===== src/rtl/mem_fifo_pkg.sv =====
// Shared defaults and helpers for the memory-backed FIFO controller.
package mem_fifo_pkg;

  localparam int unsigned DEFAULT_WIDTH = 64;
  localparam int unsigned DEFAULT_DEPTH = 48;

  // Ceiling log2; returns the bit count needed to hold values 0..value-1.
  function automatic int unsigned clog2(input int unsigned value);
    int unsigned r;
    r = 0;
    for (int unsigned i = 0; i < 32; i++) begin
      if ((64'd1 << i) < 64'(value)) r = i + 1;
    end
    return r;
  endfunction

endpackage


===== src/rtl/mem_fifo_out_stage.sv =====
// Two-slot output buffer: slot 0 is the head; shifts on dequeue and captures
// returning read data into the lowest slot that is free after the shift.
module mem_fifo_out_stage #(
  parameter int unsigned WIDTH = 64
) (
  input  logic             clock,
  input  logic             reset,
  input  logic             deq_ready,
  input  logic             cap_en,
  input  logic [WIDTH-1:0] cap_data,
  output logic             deq_valid,
  output logic [WIDTH-1:0] deq_bits,
  output logic [1:0]       out_count
);

  logic [WIDTH-1:0] slot0_q, slot0_d;
  logic [WIDTH-1:0] slot1_q, slot1_d;
  logic [1:0]       cnt_q, cnt_d;
  logic [1:0]       cnt_shift;
  logic             deq_fire;

  assign deq_valid = (cnt_q != 2'd0);
  assign deq_bits  = slot0_q;
  assign out_count = cnt_q;
  assign deq_fire  = deq_valid & deq_ready;

  // Next-state: shift first, then place captured data in the lowest free slot.
  always_comb begin
    slot0_d   = slot0_q;
    slot1_d   = slot1_q;
    cnt_shift = cnt_q - {1'b0, deq_fire};
    if (deq_fire) slot0_d = slot1_q;
    if (cap_en) begin
      if (cnt_shift == 2'd0) slot0_d = cap_data;
      else                   slot1_d = cap_data;
    end
    cnt_d = cnt_shift + {1'b0, cap_en};
  end

  // Slot registers; the issue rule upstream keeps occupancy at most two.
  always_ff @(posedge clock or posedge reset) begin
    if (reset) begin
      slot0_q <= '0;
      slot1_q <= '0;
      cnt_q   <= '0;
    end else begin
      assert (!(cap_en && (cnt_shift == 2'd2)))
        else $error("out_stage overflow");
      slot0_q <= slot0_d;
      slot1_q <= slot1_d;
      cnt_q   <= cnt_d;
    end
  end

endmodule


===== src/rtl/mem_1r1w_fifo.sv =====
// Ready/valid FIFO controller in front of an external 1R1W memory macro with
// one-cycle read latency; reads are prefetched into a 2-slot output stage.
module mem_1r1w_fifo
  import mem_fifo_pkg::*;
#(
  parameter int unsigned WIDTH  = DEFAULT_WIDTH,
  parameter int unsigned DEPTH  = DEFAULT_DEPTH,
  parameter int unsigned ADDR_W = clog2(DEPTH),
  parameter int unsigned CNT_W  = clog2(DEPTH + 3)
) (
  input  logic              clock,
  input  logic              reset,
  input  logic              enq_valid,
  output logic              enq_ready,
  input  logic [WIDTH-1:0]  enq_bits,
  output logic              deq_valid,
  input  logic              deq_ready,
  output logic [WIDTH-1:0]  deq_bits,
  output logic [CNT_W-1:0]  count,
  output logic [ADDR_W-1:0] W0_addr,
  output logic              W0_en,
  output logic [WIDTH-1:0]  W0_data,
  output logic [ADDR_W-1:0] R0_addr,
  output logic              R0_en,
  input  logic [WIDTH-1:0]  R0_data
);

  logic [ADDR_W-1:0] wr_ptr_q, wr_ptr_d;
  logic [ADDR_W-1:0] rd_ptr_q, rd_ptr_d;
  logic [CNT_W-1:0]  mem_count_q, mem_count_d;
  logic              rd_inflight_q, rd_inflight_d;
  logic [1:0]        out_count;
  logic [2:0]        pending;
  logic              enq_fire, deq_fire, rd_issue;

  assign enq_ready = (mem_count_q < CNT_W'(DEPTH));
  assign enq_fire  = enq_valid & enq_ready;
  assign deq_fire  = deq_valid & deq_ready;

  // Entries already headed for the output stage, net of this cycle's dequeue.
  assign pending  = {1'b0, out_count} + {2'b00, rd_inflight_q} - {2'b00, deq_fire};
  assign rd_issue = (mem_count_q != '0) && (pending < 3'd2);

  assign W0_en   = enq_fire;
  assign W0_addr = wr_ptr_q;
  assign W0_data = enq_bits;
  assign R0_en   = rd_issue;
  assign R0_addr = rd_ptr_q;

  assign count = mem_count_q + CNT_W'(rd_inflight_q) + CNT_W'(out_count);

  // Pointer wrap at DEPTH-1 and occupancy update from enqueue/read-issue.
  always_comb begin
    wr_ptr_d      = wr_ptr_q;
    rd_ptr_d      = rd_ptr_q;
    rd_inflight_d = rd_issue;
    if (enq_fire)
      wr_ptr_d = (wr_ptr_q == ADDR_W'(DEPTH - 1)) ? '0 : wr_ptr_q + ADDR_W'(1);
    if (rd_issue)
      rd_ptr_d = (rd_ptr_q == ADDR_W'(DEPTH - 1)) ? '0 : rd_ptr_q + ADDR_W'(1);
    mem_count_d = mem_count_q + CNT_W'(enq_fire) - CNT_W'(rd_issue);
  end

  // Pointer and occupancy registers; reset also drops any in-flight read.
  always_ff @(posedge clock or posedge reset) begin
    if (reset) begin
      wr_ptr_q      <= '0;
      rd_ptr_q      <= '0;
      mem_count_q   <= '0;
      rd_inflight_q <= 1'b0;
    end else begin
      wr_ptr_q      <= wr_ptr_d;
      rd_ptr_q      <= rd_ptr_d;
      mem_count_q   <= mem_count_d;
      rd_inflight_q <= rd_inflight_d;
    end
  end

  mem_fifo_out_stage #(
    .WIDTH (WIDTH)
  ) u_out_stage (
    .clock     (clock),
    .reset     (reset),
    .deq_ready (deq_ready),
    .cap_en    (rd_inflight_q),
    .cap_data  (R0_data),
    .deq_valid (deq_valid),
    .deq_bits  (deq_bits),
    .out_count (out_count)
  );

endmodule


===== config.mk =====
export PLATFORM = sky130hd
export DESIGN_NAME = mem_1r1w_fifo
export DESIGN_NICKNAME = d
export VERILOG_FILES = /design/src/rtl/mem_fifo_pkg.sv /design/src/rtl/mem_fifo_out_stage.sv /design/src/rtl/mem_1r1w_fifo.sv
export SDC_FILE = /design/constraint.sdc
export NUM_CORES = 1
export LEC_CHECK = 0
export CORE_AREA = 2 2 152 154
export CTS_BUF_LIST = sky130_fd_sc_hd__clkbuf_4 sky130_fd_sc_hd__clkbuf_8
export DETAILED_ROUTE_END_ITERATION = 16
export DIE_AREA = 0 0 154 156
export GPL_ROUTABILITY_DRIVEN = 0
export PLACE_DENSITY = 0.64
export SYNTH_ARGS = -nofsm -noshare
export SYNTH_HDL_FRONTEND = slang
export SYNTH_SLANG_ARGS = --single-unit

===== constraint.sdc =====
create_clock -name clock -period 7.4 [get_ports clock]
set_input_delay 1.85 -clock clock [delete_from_list [all_inputs] [get_ports clock]]
set_output_delay 1.85 -clock clock [all_outputs]
set_load 0.02 [all_outputs]

# --- After elaboration in Yosys (flattened, before gate mapping) ---
# Index checks and enable logic that the tools add are counted.
totals:
  reg_bits: 149
  inputBits: 132
  out_inout_bits: 150
  wordCells: 34
classes:
  add_sub_neg: 10
  order_cmp: 2
  eq_ne: 2
  mux: 5
  n_bitwise: 3
  n_reduce_logical: 5
ops:
  columns: ["cell", "count"]
  rows:
  - ["$mux W64", 3]
  - ["$add A6 B1 Y6", 2]
  - ["$add A6 B1 Y6 const B", 2]
  - ["$eq A6 B6 Y1 const B", 2]
  - ["$mux W6", 2]
  - ["$add A6 B2 Y6", 1]
  - ["$lt A6 B6 Y1 const B", 1]
  - ["$reduce_bool A6 Y1", 1]
  - ["$sub A6 B1 Y6", 1]
  - ["$add A2 B1 Y3", 1]
  - ["$lt A3 B2 Y1 const B", 1]
  - ["$sub A3 B1 Y3", 1]
  - ["$add A2 B1 Y2", 1]
  - ["$and A1 B1 Y1", 2]
  - ["$logic_not A2 Y1", 1]
  - ["$reduce_and A2 Y1", 1]
  - ["$reduce_bool A2 Y1", 1]
  - ["$sub A2 B1 Y2", 1]
  - ["$logic_and A1 B1 Y1", 1]
  - ["$not A1 Y1", 1]

# --- Longest topological paths before layout ---
logic_depth:
  ltp_word: 6
  mapped_depth: 14

# --- Modules after synthesis ---
# Synthesis repeated with hierarchy kept, for this count alone.
hier_totals:
  hier_cells: 547
  hier_area_um2: 7382.1
by_module_without_submodules:
  columns: ["module", "instances", "cells_each", "area_each_um2", "seq_area_each_um2"]
  rows:
  - ["mem_fifo_out_stage", 1, 354, 5644.2, 3253.1]
  - ["mem_1r1w_fifo", 1, 193, 1737.9, 475.5]

# --- Least setup slack after synthesis ---
# Ideal clock, no wire load.
synth_timing:
  kind: "input port to output port"
  start: "input deq_ready"
  end: "output R0_en"
  arrival_time_ns: 3.534
  t_required_ns: 5.550
  path_slack_ns: 2.016
  stages: 5
  n_path_buf: 0
  cell_sequence: "o21ai_0 -> nand2_1 -> fa_1 -> inv_1 -> nor3_1"
synth_between:
  elab_chain_cells: 4
synth_rtl:
  columns: ["element", "line", "text"]
  rows:
  - ["from (decl)", "mem_1r1w_fifo.sv:17", "input logic deq_ready,"]
  - ["$and A1 B1 Y1", "mem_1r1w_fifo.sv:38", "assign deq_fire = deq_valid & deq_ready;"]
  - ["$sub A3 B1 Y3", "mem_1r1w_fifo.sv:41", "assign pending = {1'b0, out_count} + {2'b00, rd_inflight_q} - {2'b00, deq_fire};"]
  - ["$lt A3 B2 Y1", "mem_1r1w_fifo.sv:42", "assign rd_issue = (mem_count_q != '0) && (pending < 3'd2);"]
  - ["$logic_and A1 B1 Y1", "mem_1r1w_fifo.sv:42", null]
  - ["to (decl)", "mem_1r1w_fifo.sv:24", "output logic R0_en,"]
# No other way between the ends.

# --- Final worst setup path ---
# Same ends and word-level chain as after synthesis.

==> results.sh <==
export IMPL_critical_path_top_delay_family="buffers and inverters"
export IMPL_cts_tree="yes"
export IMPL_syn_area_um2=7740
export IMPL_cts_clk_slew_worst_paths_ns=0.08
export IMPL_grt_pass1_wl_um=27400
export IMPL_yosysWarnings=0
export IMPL_cts_root_buffer="clkbuf_8"
export IMPL_finalHoldViolCount=0
export IMPL_endpoint_kind="primary output"
export IMPL_crit_top_cell="clkdlybuf4s50_1"
export IMPL_synth_top_cell_by_area="dfrtp_1"
export IMPL_hold_depth=1
export IMPL_power_density_nw_per_um2=501
export IMPL_overflow=0
export IMPL_r2r_cells=14
export IMPL_crit_fanout=4
export IMPL_crit_buf_inv=3
export IMPL_cts_hold_buffers=0
export IMPL_grt_pass1_vias=5107
export IMPL_crit_type="input port to primary output"
export IMPL_track_usage_pct=14.5
export IMPL_seq_area_frac_synth_pct=48.2
export IMPL_layout_nets=796
export IMPL_finalSetupTns_ns=0
export IMPL_synth_flop_cell="dfrtp_1"
export IMPL_diodes=0
export IMPL_fin_total_pwr_mw=4.70
export IMPL_io_pins=282
export IMPL_die_area_um2=24000
export IMPL_drive_gt1_share_pct=32.6
export IMPL_drc_errors=0
export IMPL_avgSynthCellArea_um2=14.1
export IMPL_drt_iter0_drc=199
export IMPL_min_period_ns=6.26
export IMPL_area_growth_pct=21.3
export IMPL_cts_num_sinks=149
export IMPL_slew_headroom_pct=39.1
export IMPL_syn_nets=702
export IMPL_path_depth=8
export IMPL_worst_pin_slew_ns=0.914
export IMPL_cts_setup_buffers=0
export IMPL_synth_cells=550
export IMPL_crit_path_top_delay_cell="clkdlybuf4s50_1"
export IMPL_vdd_ir_drop_max_mv=0.308
export IMPL_grt_use_met1_pct=17.4
export IMPL_hpwl_um=11500
export IMPL_synthArstFlopShare_pct=100
export IMPL_clock_skew_ns=0.00912
export IMPL_rows=55
export IMPL_setup_viol=0
export IMPL_grt_max_degree=89
export IMPL_synth_edf_count=0
export IMPL_dp_cells=910
export IMPL_ys_ff_latch=149
export IMPL_start_util_pct=34.6
export IMPL_clock_path_buffers=2
export IMPL_nFillCells=2027
export IMPL_fin_crit_sh_pct=84.5
export IMPL_synth_area_leaders="dfrtp_1 (48%), mux2_2 (16%), mux2_4 (12%)"
export IMPL_cap_violations=0
export IMPL_io_buffers=153
export IMPL_first_pass_iters=4
export IMPL_slew_viol_final=0
export IMPL_die_h_um=156
export IMPL_status="finished, final reports clean"
export IMPL_yosysTopAreaCellShare_pct=48.2
export IMPL_layout_commonest_cell="clkdlybuf4s50_1"
export IMPL_ant_nets=0
export IMPL_worstPathArrival_ns=4.41
export IMPL_via_count=4530
export IMPL_final_cell_mix="clkdlybuf4s50_1 (153), dfrtp_1 (149), mux2_2 (108), mux2_4 (60), mux2_1 (27)"
export IMPL_wl_um=16900
export IMPL_path_cells="clkdlybuf4s50_1, nand3b_4, o21ai_0, nand2_1, fa_1, inv_1, nor3_1, clkdlybuf4s50_1"
export IMPL_met2_usage_pct=24.3
export IMPL_leakage_nw=4.15
export IMPL_cts_resized_gates=0
export IMPL_timing_fmax_mhz=160
export IMPL_use_met3_pct=4.69
export IMPL_ys_types=46
export IMPL_htree_num_levels=4
export IMPL_cpPeakStageDelay_ns=0.67
export IMPL_wl_per_cell_um=17.9
export IMPL_hold_class="register to register"
export IMPL_core_um2=22400
export IMPL_clkLatencyLatePin_ns=0.44
export IMPL_fin_cells=942
export IMPL_vias_per_cell=4.81
export IMPL_cts_buffers=17
export IMPL_worstPathRequired_ns=5.55
export IMPL_rsz0062_at_grt="no"
export IMPL_die_w_um=154
export IMPL_critPathLaunchType="input port"
export IMPL_antenna_found_initial=0
export IMPL_busiest_layer="met2"
[worst register-to-register path: cells and delay by family (launching register included)]
| kind | cells | cell delay, ns |
|---|---|---|
| flops | 1 | 0.66 |
| buf+inv | 2 | 0.24 |
| simple gates | 3 | 0.36 |
| compound gates | 3 | 0.39 |
| xor+xnor | 2 | 0.49 |
| fa+ha+maj | 4 | 1.32 |
[flip-flops by register name (all words and copies together), names as in the netlist]
signal / cells
W0_addr: 6
u_out_stage.out_count: 2
u_out_stage.deq_bits: 64
R0_addr: 6
mem_count_q: 6
u_out_stage.slot1_q: 64
rd_inflight_q: 1
[final timing paths]
kind                                          startpoint                        to  slack (ns)
worst max-delay path                           deq_ready                     R0_en        1.14
worst min-delay path             u_out_stage.slot1_q[31]   u_out_stage.slot1_q[31]        0.50
worst max register to register  u_out_stage.out_count[1]            mem_count_q[4]        3.84
worst min register to register   u_out_stage.slot1_q[31]   u_out_stage.slot1_q[31]        0.50
max in group asynchronous                          reset   u_out_stage.slot1_q[45]        4.14
min in group asynchronous                          reset  u_out_stage.deq_bits[60]        1.93
[power breakdown]
part           total (mW)  internal, mW  switching (mW)
sequential           1.51          1.25           0.264
clock               0.618         0.275           0.343
combinational        2.57          1.46            1.12
[kinds of logic after synthesis]
| group | count (synthesis) | share of synthesized area (%) |
|---|---|---|
| XOR/XNOR | 12 | 1.36 |
| flip-flops | 149 | 48.2 |
| buffers and inverters | 107 | 9.86 |
| adder cells (fa/ha/maj) | 20 | 3.62 |
| multiplexers | 196 | 31.4 |
| AO/OA/AOI/OAI | 24 | 2.38 |
| AND/OR/NAND/NOR | 42 | 3.22 |
[cell type report]
class / instances / area [um^2] / area share [%]
multi-input combinational: 294 / 3260 / 34.7
inverter: 23 / 91.3 / 0.973
sequential: 149 / 3730 / 39.7
tap: 285 / 357 / 3.80
clock buffer: 17 / 234 / 2.49
timing repair buffer: 159 / 1580 / 16.8
clock inverter: 15 / 144 / 1.53
[cell usage after synthesis, drive strengths merged, types with 2 or more instances]
master and n:
o21ai 9, a21oi 2, nand4 2, fa 4, inv 23, nand2b 3, o211ai 2, nand2 11
nor2 4, a211oi 2, xor2 6, nor3 3, or4 2, buf 84, dfrtp 149, xnor2 6
nand3 6, nor4 2, o31a 2, nand3b 2, mux2 195, ha 16
[metrics by stage]
stage	hold slack, ns	instance area [um^2]	setup slack [ns]	utilization, %
4_1_cts	0.499	9390	1.12	42.0
3_3_place_gp	0.469	9010	1.12	40.3
5_1_grt	0.505	9390	0.940	42.0
6_report	0.496	9390	1.14	42.0
3_5_place_dp	0.477	9010	1.16	40.3
2_1_floorplan	0.460	7740	1.54	-
[layer usage]
| metal | share of wire, % | routed length (um) |
|---|---|---|
| met1 | 43 | 7180 |
| met2 | 49 | 8240 |
| met3 | 6.0 | 1020 |
| met4 | 2.6 | 434 |
| met5 | 0 | 0 |
(Power assumes the default switching activity.)
